## config.mk

```make
export PLATFORM = sky130hd
export DESIGN_NAME = state_dump_unit
export DESIGN_NICKNAME = d
export VERILOG_FILES = /design/src/rtl/dump_pkg.sv /design/src/rtl/dump_out_reg.sv /design/src/rtl/state_dump_unit.sv
export SDC_FILE = /design/constraint.sdc
export NUM_CORES = 1
export LEC_CHECK = 0
export ABC_AREA = 0
export CAP_MARGIN = 25
export CORE_MARGIN = 2
export CORE_UTILIZATION = 25
export DETAILED_ROUTE_END_ITERATION = 7
export PLACE_DENSITY = 0.53
export SYNTH_ARGS = -nofsm -noshare
export SYNTH_HDL_FRONTEND = slang
export SYNTH_SLANG_ARGS = --single-unit
```

## constraint.sdc

```tcl
create_clock -name clk -period 3.3 [get_ports clk]
set_input_delay 0.66 -clock clk [delete_from_list [all_inputs] [get_ports clk]]
set_output_delay 0.66 -clock clk [all_outputs]
set_load 0.03 [all_outputs]
```

## src/rtl/dump_pkg.sv

```systemverilog
// rtl/dump_pkg.sv - shared types and constants for the state dump unit
//
// Purpose : state encoding for the dump FSM and beat tag values.
//           The DUMP_SUM state exists only when DUMP_CHECKSUM_EN is defined.
// Ports   : none (package)
package dump_pkg;

    typedef enum logic [2:0] {
        RUN      = 3'd0,
        DUMP_REG = 3'd1,
        DUMP_MEM = 3'd2,
`ifdef DUMP_CHECKSUM_EN
        DUMP_SUM = 3'd3,
`endif
        DRAIN    = 3'd4,
        DONE     = 3'd5
    } dump_state_t;

    localparam logic [1:0] TAG_REG = 2'd0;
    localparam logic [1:0] TAG_MEM = 2'd1;
    localparam logic [1:0] TAG_SUM = 2'd2;

    localparam int IDX_W = 8;

endpackage

```

## src/rtl/dump_out_reg.sv

```systemverilog
// rtl/dump_out_reg.sv - dump beat holding register with valid/ready hold logic
//
// Purpose : holds one {tag, idx, data} beat. A load writes a new beat and
//           raises valid; a clear drops valid once the last beat is taken.
//           Payload never changes unless loaded, so it is stable under stall.
// Ports   : clk, rst      - clock, synchronous active-high reset
//           i_load        - capture i_tag/i_idx/i_data, set valid
//           i_clear       - drop valid (final beat accepted)
//           i_tag/i_idx/i_data - incoming beat
//           o_valid/o_tag/o_idx/o_data - registered beat
module dump_out_reg #(
    parameter int XLEN = 32
) (
    input  logic            clk,
    input  logic            rst,
    input  logic            i_load,
    input  logic            i_clear,
    input  logic [1:0]      i_tag,
    input  logic [7:0]      i_idx,
    input  logic [XLEN-1:0] i_data,
    output logic            o_valid,
    output logic [1:0]      o_tag,
    output logic [7:0]      o_idx,
    output logic [XLEN-1:0] o_data
);

    logic            r_valid;
    logic [1:0]      r_tag;
    logic [7:0]      r_idx;
    logic [XLEN-1:0] r_data;

    always_ff @(posedge clk) begin
        if (rst) begin
            r_valid <= 1'b0;
            r_tag   <= 2'd0;
            r_idx   <= 8'd0;
            r_data  <= '0;
        end else if (i_load) begin
            r_valid <= 1'b1;
            r_tag   <= i_tag;
            r_idx   <= i_idx;
            r_data  <= i_data;
        end else if (i_clear) begin
            r_valid <= 1'b0;
        end
    end

    assign o_valid = r_valid;
    assign o_tag   = r_tag;
    assign o_idx   = r_idx;
    assign o_data  = r_data;

endmodule

```

## src/rtl/state_dump_unit.sv

```systemverilog
// rtl/state_dump_unit.sv - end-of-run halt/timeout observer and state dumper
//
// Purpose : watches the core PC; on a halt (PC stuck) or cycle-budget timeout
//           it freezes the core and streams the register file then a data
//           memory window over a valid/ready port. Define DUMP_CHECKSUM_EN to
//           append an XOR checksum beat after the memory beats.
// Ports   : clk, rst           - clock, synchronous active-high reset
//           pc_i               - core PC
//           rf_raddr_o/rf_rdata_i - combinational register-file read port
//           dm_raddr_o/dm_rdata_i - combinational data-memory read port
//           core_halt_o        - freeze core (high outside RUN)
//           dump_valid_o/dump_ready_i - beat handshake
//           dump_tag_o/dump_idx_o/dump_data_o - beat payload
//           timeout_o          - dump caused by cycle budget
//           cycles_o           - cycle index latched at trigger
//           done_o             - all beats accepted
module state_dump_unit
    import dump_pkg::*;
#(
    parameter int XLEN        = 32,
    parameter int NREGS       = 32,
    parameter int DM_AW       = 10,
    parameter int DMEM_BASE   = 0,
    parameter int DMEM_WORDS  = 16,
    parameter int STALL_LIMIT = 4,
    parameter int CYCLE_LIMIT = 280,
    parameter int CNT_W       = 16
) (
    input  logic             clk,
    input  logic             rst,
    input  logic [XLEN-1:0]  pc_i,
    output logic [4:0]       rf_raddr_o,
    input  logic [XLEN-1:0]  rf_rdata_i,
    output logic [DM_AW-1:0] dm_raddr_o,
    input  logic [XLEN-1:0]  dm_rdata_i,
    output logic             core_halt_o,
    output logic             dump_valid_o,
    input  logic             dump_ready_i,
    output logic [1:0]       dump_tag_o,
    output logic [7:0]       dump_idx_o,
    output logic [XLEN-1:0]  dump_data_o,
    output logic             timeout_o,
    output logic [CNT_W-1:0] cycles_o,
    output logic             done_o
);

    dump_state_t r_state;
    dump_state_t w_next;

    logic [CNT_W-1:0] r_cycle_cnt;
    logic [CNT_W-1:0] r_stall_cnt;
    logic [XLEN-1:0]  r_pc_q;
    logic             r_first;
    logic             r_timeout;
    logic [CNT_W-1:0] r_cycles;
    logic [IDX_W-1:0] r_idx;

    logic             w_run;
    logic             w_pc_eq;
    logic             w_halt_trig;
    logic             w_tmo_trig;
    logic             w_trigger;
    logic             w_in_dump;
    logic             w_load;
    logic             w_clear;
    logic             w_last_reg;
    logic             w_last_mem;
    logic [1:0]       w_beat_tag;
    logic [7:0]       w_beat_idx;
    logic [XLEN-1:0]  w_beat_data;

`ifdef DUMP_CHECKSUM_EN
    logic [XLEN-1:0]  r_csum;
`endif

    // ---------------- trigger detection ----------------
    assign w_run       = (r_state == RUN);
    // First RUN cycle has no valid previous PC to compare against.
    assign w_pc_eq     = w_run && !r_first && (pc_i == r_pc_q);
    assign w_halt_trig = w_pc_eq && (r_stall_cnt == CNT_W'(STALL_LIMIT - 1));
    assign w_tmo_trig  = w_run && (r_cycle_cnt == CNT_W'(CYCLE_LIMIT - 1));
    assign w_trigger   = w_halt_trig || w_tmo_trig;

    // ---------------- dump engine controls ----------------
`ifdef DUMP_CHECKSUM_EN
    assign w_in_dump = (r_state == DUMP_REG) || (r_state == DUMP_MEM) ||
                       (r_state == DUMP_SUM);
`else
    assign w_in_dump = (r_state == DUMP_REG) || (r_state == DUMP_MEM);
`endif
    // Output slot is free when empty or its beat is being taken this cycle.
    assign w_load     = w_in_dump && (!dump_valid_o || dump_ready_i);
    assign w_clear    = (r_state == DRAIN) && dump_valid_o && dump_ready_i;
    assign w_last_reg = (r_idx == IDX_W'(NREGS - 1));
    assign w_last_mem = (r_idx == IDX_W'(DMEM_WORDS - 1));

    assign rf_raddr_o = r_idx[4:0];
    assign dm_raddr_o = DM_AW'(DMEM_BASE) + DM_AW'(r_idx);

    // ---------------- FSM: state register ----------------
    always_ff @(posedge clk) begin
        if (rst) begin
            r_state <= RUN;
        end else begin
            r_state <= w_next;
        end
    end

    // ---------------- FSM: next state ----------------
    always_comb begin
        w_next = r_state;
        case (r_state)
            RUN: begin
                if (w_trigger) w_next = DUMP_REG;
            end
            DUMP_REG: begin
                if (w_load && w_last_reg) w_next = DUMP_MEM;
            end
            DUMP_MEM: begin
                if (w_load && w_last_mem) begin
`ifdef DUMP_CHECKSUM_EN
                    w_next = DUMP_SUM;
`else
                    w_next = DRAIN;
`endif
                end
            end
`ifdef DUMP_CHECKSUM_EN
            DUMP_SUM: begin
                if (w_load) w_next = DRAIN;
            end
`endif
            DRAIN: begin
                if (w_clear) w_next = DONE;
            end
            DONE: begin
                w_next = DONE;
            end
            default: begin
                w_next = RUN;
            end
        endcase
    end

    // ---------------- FSM: outputs / beat mux ----------------
    always_comb begin
        core_halt_o = (r_state != RUN);
        done_o      = (r_state == DONE);
        w_beat_tag  = TAG_REG;
        w_beat_idx  = r_idx;
        w_beat_data = rf_rdata_i;
        case (r_state)
            DUMP_MEM: begin
                w_beat_tag  = TAG_MEM;
                w_beat_data = dm_rdata_i;
            end
`ifdef DUMP_CHECKSUM_EN
            DUMP_SUM: begin
                w_beat_tag  = TAG_SUM;
                w_beat_idx  = 8'd0;
                w_beat_data = r_csum;
            end
`endif
            default: begin
                w_beat_tag  = TAG_REG;
            end
        endcase
    end

    // ---------------- RUN-phase counters ----------------
    always_ff @(posedge clk) begin
        if (rst) begin
            r_cycle_cnt <= '0;
            r_stall_cnt <= '0;
            r_pc_q      <= '0;
            r_first     <= 1'b1;
            r_timeout   <= 1'b0;
            r_cycles    <= '0;
        end else if (w_run) begin
            r_cycle_cnt <= r_cycle_cnt + CNT_W'(1);
            r_pc_q      <= pc_i;
            r_first     <= 1'b0;
            r_stall_cnt <= w_pc_eq ? (r_stall_cnt + CNT_W'(1)) : '0;
            if (w_trigger) begin
                r_cycles  <= r_cycle_cnt;
                // A halt on the same cycle as the budget expiry is a halt.
                r_timeout <= !w_halt_trig;
            end
        end
    end

    // ---------------- beat index ----------------
    always_ff @(posedge clk) begin
        if (rst) begin
            r_idx <= '0;
        end else if (w_load) begin
            if ((r_state == DUMP_REG) && w_last_reg) begin
                r_idx <= '0;
            end else begin
                r_idx <= r_idx + IDX_W'(1);
            end
        end
    end

`ifdef DUMP_CHECKSUM_EN
    always_ff @(posedge clk) begin
        if (rst) begin
            r_csum <= '0;
        end else if (w_load && (r_state != DUMP_SUM)) begin
            r_csum <= r_csum ^ w_beat_data;
        end
    end
`endif

    assign timeout_o = r_timeout;
    assign cycles_o  = r_cycles;

    dump_out_reg #(
        .XLEN (XLEN)
    ) u_out (
        .clk     (clk),
        .rst     (rst),
        .i_load  (w_load),
        .i_clear (w_clear),
        .i_tag   (w_beat_tag),
        .i_idx   (w_beat_idx),
        .i_data  (w_beat_data),
        .o_valid (dump_valid_o),
        .o_tag   (dump_tag_o),
        .o_idx   (dump_idx_o),
        .o_data  (dump_data_o)
    );

endmodule

```

### Yosys cells after proc, flatten, opt, wreduce, memory -nomap -nowiden

Index checks and enable logic that the tools add are counted.

| storage, ports and cells | value |
|---|---|
| flip-flop bits (word level) | 136 |
| input port bits | 99 |
| output and inout port bits | 77 |
| word-level logic and storage cells | 60 |

| operators by class | value |
|---|---|
| add/sub/neg operators | 3 |
| eq/ne operators | 13 |
| multiplexer cells | 11 |
| reduce and logical (&&, ||, !) cells | 21 |

Operators with widths:

| kind | number |
|---|---|
| 16-bit by 1-bit adder with 16-bit output, second input constant | 2 |
| 32-bit equality test | 1 |
| 32-bit two-way mux | 1 |
| 16-bit by 2-bit equality test with 1-bit output, second input constant | 1 |
| 16-bit by 9-bit equality test with 1-bit output, second input constant | 1 |
| 16-bit two-way mux | 1 |
| 3-bit case mux with 5 select lines | 1 |
| 3-bit two-way mux | 4 |
| 1-bit logical AND | 10 |
| 8-bit by 1-bit adder with 8-bit output, second input constant | 1 |
| 8-bit by 4-bit equality test with 1-bit output, second input constant | 1 |
| 8-bit by 5-bit equality test with 1-bit output, second input constant | 1 |
| 8-bit two-way mux | 1 |
| 2-bit by 1-bit != test with 1-bit output, second input constant | 4 |
| 3-bit equality test, second input constant | 2 |
| 4-bit AND reduction | 1 |
| 3-bit by 1-bit equality test with 1-bit output, second input constant | 1 |
| 3-bit by 2-bit equality test with 1-bit output, second input constant | 1 |
| 1-bit logical NOT | 3 |
| 3-bit logical NOT | 1 |
| 1-bit logical OR | 3 |
| 1-bit two-way mux | 3 |
| 3-bit nonzero test | 1 |
| 2-bit AND reduction | 1 |
| 2-bit nonzero test | 1 |

### Depth between registers and ports, before layout

Gate-level depths: netlist of the first run.

| logic depth | value |
|---|---|
| depth in word-level cells | 7 |
| depth in mapped cells | 10 |
| mapped depth without buffers | 7 |

### Hierarchy

Synthesis of the first run repeated with hierarchy kept, for this count alone.

| unflattened totals | value |
|---|---|
| cells, all modules | 729 |
| area, all modules | 6341.1 sq um |

Modules (own cells, without submodules):

| module | times used | cells each | area each (sq um) | seq. area each (sq um) |
|---|---|---|---|---|
| state_dump_unit | 1 | 589 | 4774.6 | 1861.8 |
| dump_out_reg | 1 | 140 | 1566.5 | 860.8 |

### Worst setup path after synthesis of the first run

Ideal clock, no wire load.

| timing path | value |
|---|---|
| path type | input port to flip-flop |
| from | in pc_i[0] |
| to | reg r_stall_cnt[3] |
| setup time | 74 ps |
| arrival time | 2149 ps |
| required time | 3226 ps |
| setup slack | 1077 ps |
| stages on the path | 8 |
| buffers on the path | 2 |
| cells stage by stage | nor2b_1 -> a2111oi_0 -> nand4_1 -> nor4_4 -> buf_6 -> buf_8 -> nand2_1 -> a31oi_1 |

| on the way | value |
|---|---|
| word-level cells in the longest chain between the ends | 3 |

RTL lines:

| what | line | RTL |
|---|---|---|
| start: declaration | state_dump_unit.sv:31 | `input logic [XLEN-1:0] pc_i,` |
| 32-bit equality test | state_dump_unit.sv:79 | `assign w_pc_eq = w_run && !r_first && (pc_i == r_pc_q);` |
| 1-bit logical AND | state_dump_unit.sv:79 |  |
| 16-bit two-way mux | state_dump_unit.sv:183 | `r_stall_cnt <= w_pc_eq ? (r_stall_cnt + CNT_W'(1)) : '0;` |
| end signal: assignment | state_dump_unit.sv:183 |  |
| end: declaration | state_dump_unit.sv:51 | `logic [CNT_W-1:0] r_stall_cnt;` |

No other way between the ends.
A chain may end at the register's enable or synchronous reset.

### Worst setup path in the final report of the first run

| timing path | value |
|---|---|
| from | reg r_state[2] |
| to | out core_halt_o |

| on the way | value |
|---|---|
| word-level cells in the longest chain between the ends | 1 |

RTL lines:

| what | line | RTL |
|---|---|---|
| start: declaration | state_dump_unit.sv:47 | `dump_state_t r_state;` |
| start signal: assignment | state_dump_unit.sv:105 | `r_state <= w_next;` |
| 3-bit nonzero test | state_dump_unit.sv:147 | `core_halt_o = (r_state != RUN);` |
| end: declaration | state_dump_unit.sv:36 | `output logic core_halt_o,` |

No other way between the ends.

==> results of run 1 <==
-- cell usage after synthesis (all sizes together), types with 7 or more instances --
cell type  instances
dfxtp            135
nand2            110
a21oi             76
nor2              69
xor2              41
a211oi            34
clkbuf            32
mux2i             32
buf               22
nor4              21
o21ai             19
nand3b            18
nor2b             17
nand3             15
nand4             12
a31oi             10
nor3              10
and3               7
inv                7
-- kinds of logic after synthesis --
kind of cell,Yosys count
muxes,32
and+or+nand+nor,303
AOI/OAI and AO/OA,153
xor gates and xnor gates,47
adders and majority gates,3
DFF,135
other,1
buffers and inverters,61
-- layout make-up --
| class | instances | area [µm²] | share of cell area [%] |
|---|---|---|---|
| Multi-Input combinational cell | 541 | 3210 | 36.7 |
| Clock buffer | 20 | 467 | 5.33 |
| Timing Repair Buffer | 182 | 1820 | 20.8 |
| Clock inverter | 12 | 118 | 1.34 |
| Inverter | 7 | 26.3 | 0.300 |
| Sequential cell | 135 | 2700 | 30.9 |
| Tap cell | 324 | 405 | 4.63 |
-- where the power goes --
part           leakage [nW]  total (W)  switching [W]  internal [W]
logic                  1.65   0.000260       0.000111      0.000149
registers              1.10    0.00167      0.0000183       0.00166
clock network         0.293    0.00187       0.000762       0.00111
total                  3.04    0.00380       0.000891       0.00291
-- final timing paths --
check                 startpoint         endpoint  slack (ns)
setup / recovery      r_state[2]      core_halt_o        0.36
hold / removal    u_out.o_idx[6]   u_out.o_idx[6]        0.45
setup reg to reg      r_state[2]  r_cycle_cnt[15]        0.69
hold reg to reg   u_out.o_idx[6]   u_out.o_idx[6]        0.45
-- metal layers --
layer | global-route usage [%] | vias up
li1 | - | 2858
met1 | 16.9 | 2481
met2 | 20.1 | 149
met3 | 5.44 | 19
met4 | 4.18 | 0
met5 | 0 | -
-- critical path: cells and delay by family, from the launching register on --
| family | cells | cell delay [ns] |
|---|---|---|
| buffers and inverters | 3 | 1.11 |
| DFF | 1 | 0.61 |
| and+or+nand+nor | 1 | 0.14 |
-- through the flow --
stage | power (W) | util, %
floorplan | 0.00181 | -
global placement | 0.00197 | 33.6
detailed placement | 0.00197 | 33.6
CTS | 0.00388 | 36.0
global route | 0.00398 | 36.0
finish | 0.00380 | 36.0
-- sequential cells by signal, indices dropped and copies added (netlist names), 3 cells and up --
signal	cells
r_state	3
r_stall_cnt	16
cycles_o	16
u_out.o_idx	8
r_idx	8
r_pc_q	32
r_cycle_cnt	16
u_out.o_data	32
==> metrics.txt, run 1 <==
# TYPE chip_impl_metric gauge
chip_impl_metric{name="detailedRoute.firstIterationViolations",unit=""} 215
chip_impl_metric{name="detailroute.wirelength.met3",unit="µm"} 1360
chip_impl_metric{name="met2_routed_wl",unit="µm"} 7650
chip_impl_metric{name="fill_count",unit=""} 2542
chip_impl_metric{name="worst_pin_slew",unit="ns"} 0.663
chip_impl_metric{name="hold-path-cell-count",unit=""} 2
chip_impl_metric{name="hold_viol",unit=""} 0
chip_impl_info{name="run_status",value="finished, final reports clean"} 1
chip_impl_info{name="grt_setup_unrepaired",value="no"} 1
chip_impl_metric{name="clkTransAtPathRegs",unit="ns"} 0.06
chip_impl_metric{name="cts_made_buffers",unit=""} 17
chip_impl_metric{name="grt_pass1_vias",unit=""} 5295
chip_impl_metric{name="synth-edff-count",unit=""} 0
chip_impl_metric{name="wirelength_met1",unit="µm"} 7820
chip_impl_metric{name="routedWlPerCell",unit="µm"} 14.0
chip_impl_metric{name="die_width",unit="µm"} 161
chip_impl_metric{name="netlist.area_leader.share",unit="%"} 43.8
chip_impl_metric{name="cts_buffer_depth",unit=""} 2
chip_impl_metric{name="gp_congestion",unit=""} 0.776
chip_impl_metric{name="yosysWarningCount",unit=""} 0
chip_impl_metric{name="avgViaCountPerCell",unit=""} 4.51
chip_impl_metric{name="synth_compound_area_share",unit="%"} 14.7
chip_impl_metric{name="worst_ir_drop_vdd",unit="µV"} 271
chip_impl_metric{name="reg2regPathDepth",unit=""} 8
chip_impl_metric{name="final_critical_path_setup_slack",unit="ns"} 0.365
chip_impl_metric{name="postSynthAreaPerCell",unit="µm²"} 8.40
chip_impl_info{name="cts_tree",value="yes"} 1
chip_impl_info{name="crit_path_start_kind",value="register"} 1
chip_impl_metric{name="layout_cell_share_with_drive_strength_beyond_1",unit="%"} 5.80
chip_impl_metric{name="max_stage_delay",unit="ns"} 0.70
chip_impl_metric{name="floorplan.initialDensity",unit="%"} 25.4
chip_impl_metric{name="netlist_instances",unit=""} 735
chip_impl_metric{name="post_cts_resized",unit=""} 0
chip_impl_metric{name="final_cell_count_no_fill",unit=""} 1221
chip_impl_metric{name="fmax",unit="MHz"} 341
chip_impl_metric{name="antenna_violating_nets_post_route",unit=""} 0
chip_impl_metric{name="synth_async_sr_flop_share",unit="%"} 0
chip_impl_metric{name="synth_seq_area_share",unit="%"} 43.8
chip_impl_info{name="layout.cells.most_common_list",value="sky130_fd_sc_hd__clkdlybuf4s50_1, sky130_fd_sc_hd__dfxtp_1, sky130_fd_sc_hd__nand2_1"} 1
chip_impl_metric{name="power.density_cell_area",unit="nW/µm²"} 435
chip_impl_metric{name="timing.final.crit_period",unit="ns"} 2.94
chip_impl_metric{name="cts_post_setup_buffers_inserted",unit=""} 0
chip_impl_metric{name="timing.final.max_slew_violations",unit=""} 0
chip_impl_metric{name="die_area",unit="µm²"} 26000
chip_impl_metric{name="ys_ff_latch",unit=""} 135
chip_impl_info{name="netlist.top_cell.by_area",value="sky130_fd_sc_hd__dfxtp_1"} 1
chip_impl_info{name="worst-setup-path-type",value="register to primary output"} 1
chip_impl_metric{name="place_inst",unit=""} 1189
chip_impl_metric{name="rows",unit=""} 57
chip_impl_metric{name="crit_required",unit="ns"} 2.64
chip_impl_metric{name="drt-pass1-iter-count",unit=""} 4
chip_impl_info{name="dr.max_layer_used",value="met4"} 1
chip_impl_metric{name="largest_net_degree_at_the_start_of_global_routing",unit=""} 78
chip_impl_info{name="hp-class",value="register to register"} 1
chip_impl_metric{name="grt.overflow.total",unit=""} 0
chip_impl_metric{name="design.core.area",unit="µm²"} 24300
chip_impl_metric{name="drv.max_cap_violation_count",unit=""} 0
chip_impl_metric{name="remaining_drc_errors",unit=""} 0
chip_impl_metric{name="synthToLayoutAreaGrowth",unit="%"} 41.7
chip_impl_info{name="most_common_cell_after_layout_fill_and_taps_aside",value="sky130_fd_sc_hd__clkdlybuf4s50_1"} 1
chip_impl_info{name="synth_top_family_by_area",value="simple AND/OR/NAND/NOR gates"} 1
chip_impl_metric{name="num_vias",unit=""} 5507
chip_impl_metric{name="setup_tns",unit="ns"} 0
chip_impl_metric{name="number_of_antenna_cells_inserted",unit=""} 0
chip_impl_metric{name="floorplan.die.height",unit="µm"} 161
chip_impl_metric{name="detailedPlacementHpwl",unit="µm"} 11900
chip_impl_metric{name="gr-usage-all-layers",unit="%"} 13.2
chip_impl_metric{name="leakagePower",unit="nW"} 3.04
chip_impl_metric{name="grt_pass1_wl",unit="µm"} 27400
chip_impl_info{name="path_cells",value="nor3_4, inv_2, buf_4, clkdlybuf4s50_1"} 1
chip_impl_metric{name="setup_viol_count_final",unit=""} 0
chip_impl_metric{name="path_max_fanout",unit=""} 14
chip_impl_metric{name="min_period_over_period",unit="%"} 88.9
chip_impl_info{name="crit_path_end_kind",value="primary output"} 1
chip_impl_info{name="ys_top_cells_by_area",value="sky130_fd_sc_hd__dfxtp_1, sky130_fd_sc_hd__nand2_1, sky130_fd_sc_hd__a21oi_1"} 1
chip_impl_metric{name="yosys-mux-area-fraction",unit="%"} 5.19
chip_impl_metric{name="ctsHoldBuffers",unit=""} 0
chip_impl_metric{name="yosys.area_share.adder",unit="%"} 0.608
chip_impl_metric{name="top_level_ports",unit=""} 176
chip_impl_metric{name="yosys.area_share.xor_xnor",unit="%"} 6.66
chip_impl_metric{name="numClockSinks",unit=""} 135
chip_impl_metric{name="grt_antenna_before_repair",unit=""} 0
chip_impl_info{name="cp_slowest_cell",value="sky130_fd_sc_hd__clkdlybuf4s50_1"} 1
chip_impl_metric{name="placement.cell_area",unit="µm²"} 8170
chip_impl_info{name="most_common_flop_cell_mapped_by_yosys",value="sky130_fd_sc_hd__dfxtp_1"} 1
chip_impl_metric{name="synth_cell_types",unit=""} 48
chip_impl_metric{name="total_number_of_nets_in_the_final_design",unit=""} 986
chip_impl_metric{name="max-slew-margin-rel",unit="%"} 55.6
chip_impl_metric{name="htree_levels",unit=""} 4
chip_impl_info{name="root_buffer",value="sky130_fd_sc_hd__clkbuf_16"} 1
chip_impl_metric{name="route.final.wire_length",unit="µm"} 17100
chip_impl_metric{name="pre_cts_slack",unit="ns"} 0.352
chip_impl_metric{name="postLayoutCellArea",unit="µm²"} 8750
chip_impl_metric{name="yosys.area_share.simple",unit="%"} 24.3
chip_impl_metric{name="timing.clock.skew",unit="ns"} 0.0132
chip_impl_metric{name="port_buffers",unit=""} 172
chip_impl_metric{name="clock_insertion_delay_worst_skew",unit="ns"} 0.42
chip_impl_metric{name="worst_ep_arrival_time",unit="ns"} 2.28
chip_impl_metric{name="worst_hold_margin",unit="ns"} 0.454
chip_impl_metric{name="cell_area_after_synthesis",unit="µm²"} 6180
Power figures use the tool's default switching activity.
==> run 2: changes to the inputs <==
--- a/config.mk
+++ b/config.mk
@@ -7,7 +7,6 @@
 export LEC_CHECK = 0
 export ABC_AREA = 0
 export CAP_MARGIN = 25
-export CORE_MARGIN = 2
 export CORE_UTILIZATION = 25
 export DETAILED_ROUTE_END_ITERATION = 7
 export PLACE_DENSITY = 0.53
==> run 2 against run 1 <==
Sequential cell count did not move. Largest cell class unchanged. First-iteration DRC count increased by 44%. Register-to-register slack improved by 0.05 ns. Final cell count is the same. Sequential share of layout area fell by 0.29 points. Utilization rose by 0.45 points. Clock power grew 18%. Global-route usage up 0.76 points. Via count up 0.80%. Sequential power about the same. Clock skew is essentially flat.
==> metrics.txt, run 2 (synthesized netlist as in run 1, its figures left out) <==
# TYPE chip_impl_metric gauge
chip_impl_metric{name="max-slew-margin-rel",unit="%"} 58.6
chip_impl_metric{name="path_max_fanout",unit=""} 14
chip_impl_metric{name="grt.overflow.total",unit=""} 0
chip_impl_info{name="grt_setup_unrepaired",value="no"} 1
chip_impl_metric{name="antenna_violating_nets_post_route",unit=""} 0
chip_impl_metric{name="final_critical_path_setup_slack",unit="ns"} 0.524
chip_impl_metric{name="gr-usage-all-layers",unit="%"} 13.9
chip_impl_metric{name="clkTransAtPathRegs",unit="ns"} 0.06
chip_impl_metric{name="floorplan.die.height",unit="µm"} 159
chip_impl_metric{name="remaining_drc_errors",unit=""} 0
chip_impl_metric{name="detailedPlacementHpwl",unit="µm"} 11900
chip_impl_metric{name="htree_levels",unit=""} 4
chip_impl_metric{name="fmax",unit="MHz"} 360
chip_impl_metric{name="hold_viol",unit=""} 0
chip_impl_metric{name="post_cts_resized",unit=""} 0
chip_impl_info{name="crit_path_end_kind",value="primary output"} 1
chip_impl_metric{name="drv.max_cap_violation_count",unit=""} 0
chip_impl_metric{name="final_cell_count_no_fill",unit=""} 1221
chip_impl_metric{name="num_vias",unit=""} 5551
chip_impl_metric{name="leakagePower",unit="nW"} 3.08
chip_impl_metric{name="ctsHoldBuffers",unit=""} 0
chip_impl_metric{name="route.final.wire_length",unit="µm"} 17100
chip_impl_metric{name="rows",unit=""} 57
chip_impl_metric{name="worst_ir_drop_vdd",unit="µV"} 251
chip_impl_metric{name="synthToLayoutAreaGrowth",unit="%"} 43.0
chip_impl_metric{name="total_number_of_nets_in_the_final_design",unit=""} 987
chip_impl_metric{name="grt_pass1_vias",unit=""} 5388
chip_impl_metric{name="clock_insertion_delay_worst_skew",unit="ns"} 0.42
chip_impl_info{name="root_buffer",value="sky130_fd_sc_hd__clkbuf_16"} 1
chip_impl_metric{name="reg2regPathDepth",unit=""} 8
chip_impl_metric{name="largest_net_degree_at_the_start_of_global_routing",unit=""} 65
chip_impl_metric{name="floorplan.initialDensity",unit="%"} 25.5
chip_impl_metric{name="numClockSinks",unit=""} 135
chip_impl_metric{name="routedWlPerCell",unit="µm"} 14.0
chip_impl_metric{name="avgViaCountPerCell",unit=""} 4.55
chip_impl_metric{name="fill_count",unit=""} 2534
chip_impl_metric{name="drt-pass1-iter-count",unit=""} 6
chip_impl_metric{name="cts_buffer_depth",unit=""} 2
chip_impl_info{name="crit_path_start_kind",value="register"} 1
chip_impl_info{name="most_common_cell_after_layout_fill_and_taps_aside",value="sky130_fd_sc_hd__clkdlybuf4s50_1"} 1
chip_impl_metric{name="worst_pin_slew",unit="ns"} 0.621
chip_impl_metric{name="design.core.area",unit="µm²"} 24200
chip_impl_metric{name="worst_ep_arrival_time",unit="ns"} 2.12
chip_impl_metric{name="timing.clock.skew",unit="ns"} 0.0132
chip_impl_metric{name="power.density_cell_area",unit="nW/µm²"} 468
chip_impl_info{name="cts_tree",value="yes"} 1
chip_impl_metric{name="cts_made_buffers",unit=""} 17
chip_impl_metric{name="setup_viol_count_final",unit=""} 0
chip_impl_metric{name="cts_post_setup_buffers_inserted",unit=""} 0
chip_impl_metric{name="crit_required",unit="ns"} 2.64
chip_impl_metric{name="hold-path-cell-count",unit=""} 2
chip_impl_metric{name="die_area",unit="µm²"} 25300
chip_impl_info{name="run_status",value="finished, final reports clean"} 1
chip_impl_metric{name="timing.final.crit_period",unit="ns"} 2.78
chip_impl_metric{name="layout_cell_share_with_drive_strength_beyond_1",unit="%"} 5.69
chip_impl_info{name="layout.cells.most_common_list",value="sky130_fd_sc_hd__clkdlybuf4s50_1, sky130_fd_sc_hd__dfxtp_1, sky130_fd_sc_hd__nand2_1"} 1
chip_impl_metric{name="setup_tns",unit="ns"} 0
chip_impl_metric{name="timing.final.max_slew_violations",unit=""} 0
chip_impl_info{name="worst-setup-path-type",value="register to primary output"} 1
chip_impl_metric{name="grt_antenna_before_repair",unit=""} 0
chip_impl_metric{name="number_of_antenna_cells_inserted",unit=""} 0
chip_impl_metric{name="gp_congestion",unit=""} 0.763
chip_impl_metric{name="place_inst",unit=""} 1190
chip_impl_metric{name="min_period_over_period",unit="%"} 84.1
chip_impl_metric{name="top_level_ports",unit=""} 176
chip_impl_metric{name="grt_pass1_wl",unit="µm"} 28300
chip_impl_metric{name="die_width",unit="µm"} 159
chip_impl_metric{name="pre_cts_slack",unit="ns"} 0.368
chip_impl_metric{name="detailedRoute.firstIterationViolations",unit=""} 309
chip_impl_metric{name="port_buffers",unit=""} 172
chip_impl_info{name="hp-class",value="register to register"} 1
-- run 2: final cells by class --
type                    instances  area, µm²  area share, %
multi-input cells             541       3210           36.4
flip-flops and latches        135       2700           30.6
repair buffers                183       1810           20.5
clock buffers                  18        429           4.86
well taps                     324        405           4.59
clock inverters                13        243           2.75
inverters                       7       26.3          0.297
-- run 2: where the power goes --
part | internal (W) | switching, W | leakage [nW] | total (W)
combinational | 0.000149 | 0.000110 | 1.66 | 0.000259
sequential | 0.00166 | 0.0000183 | 1.10 | 0.00167
clock | 0.00143 | 0.000771 | 0.324 | 0.00220
total | 0.00323 | 0.000899 | 3.08 | 0.00413
-- run 2: worst max-delay path, cell delays in order (launching register included) --
cell and delay (ns):
sky130_fd_sc_hd__dfxtp_1 0.59, sky130_fd_sc_hd__nor3_4 0.12, sky130_fd_sc_hd__inv_2 0.26, sky130_fd_sc_hd__clkdlybuf4s50_1 0.73
-- run 2: path summary, 6_finish.rpt --
kind / slack, ns / to / from
setup / recovery: 0.52 / core_halt_o / r_state[2]
hold / removal: 0.46 / u_out.o_idx[2] / u_out.o_idx[2]
setup reg to reg: 0.74 / r_stall_cnt[13] / r_state[2]
hold reg to reg: 0.46 / u_out.o_idx[2] / u_out.o_idx[2]
-- run 2: through the flow --
step / power, W / instance area (µm²) / hold WS (ns) / utilization [%]
after floorplan: 0.00181 / 6180 / 0.445 / -
after global placement: 0.00197 / 8160 / 0.445 / 33.7
after detailed placement: 0.00197 / 8160 / 0.449 / 33.7
after CTS: 0.00420 / 8830 / 0.458 / 36.4
after global routing: 0.00430 / 8830 / 0.483 / 36.4
final: 0.00413 / 8830 / 0.455 / 36.4
-- run 2: routing by layer --
layer	part of all wire (%)	global-route usage, %
met1	47	17.4
met4	0.76	3.41
met2	45	22.0
met3	7.5	5.78
met5	0	0
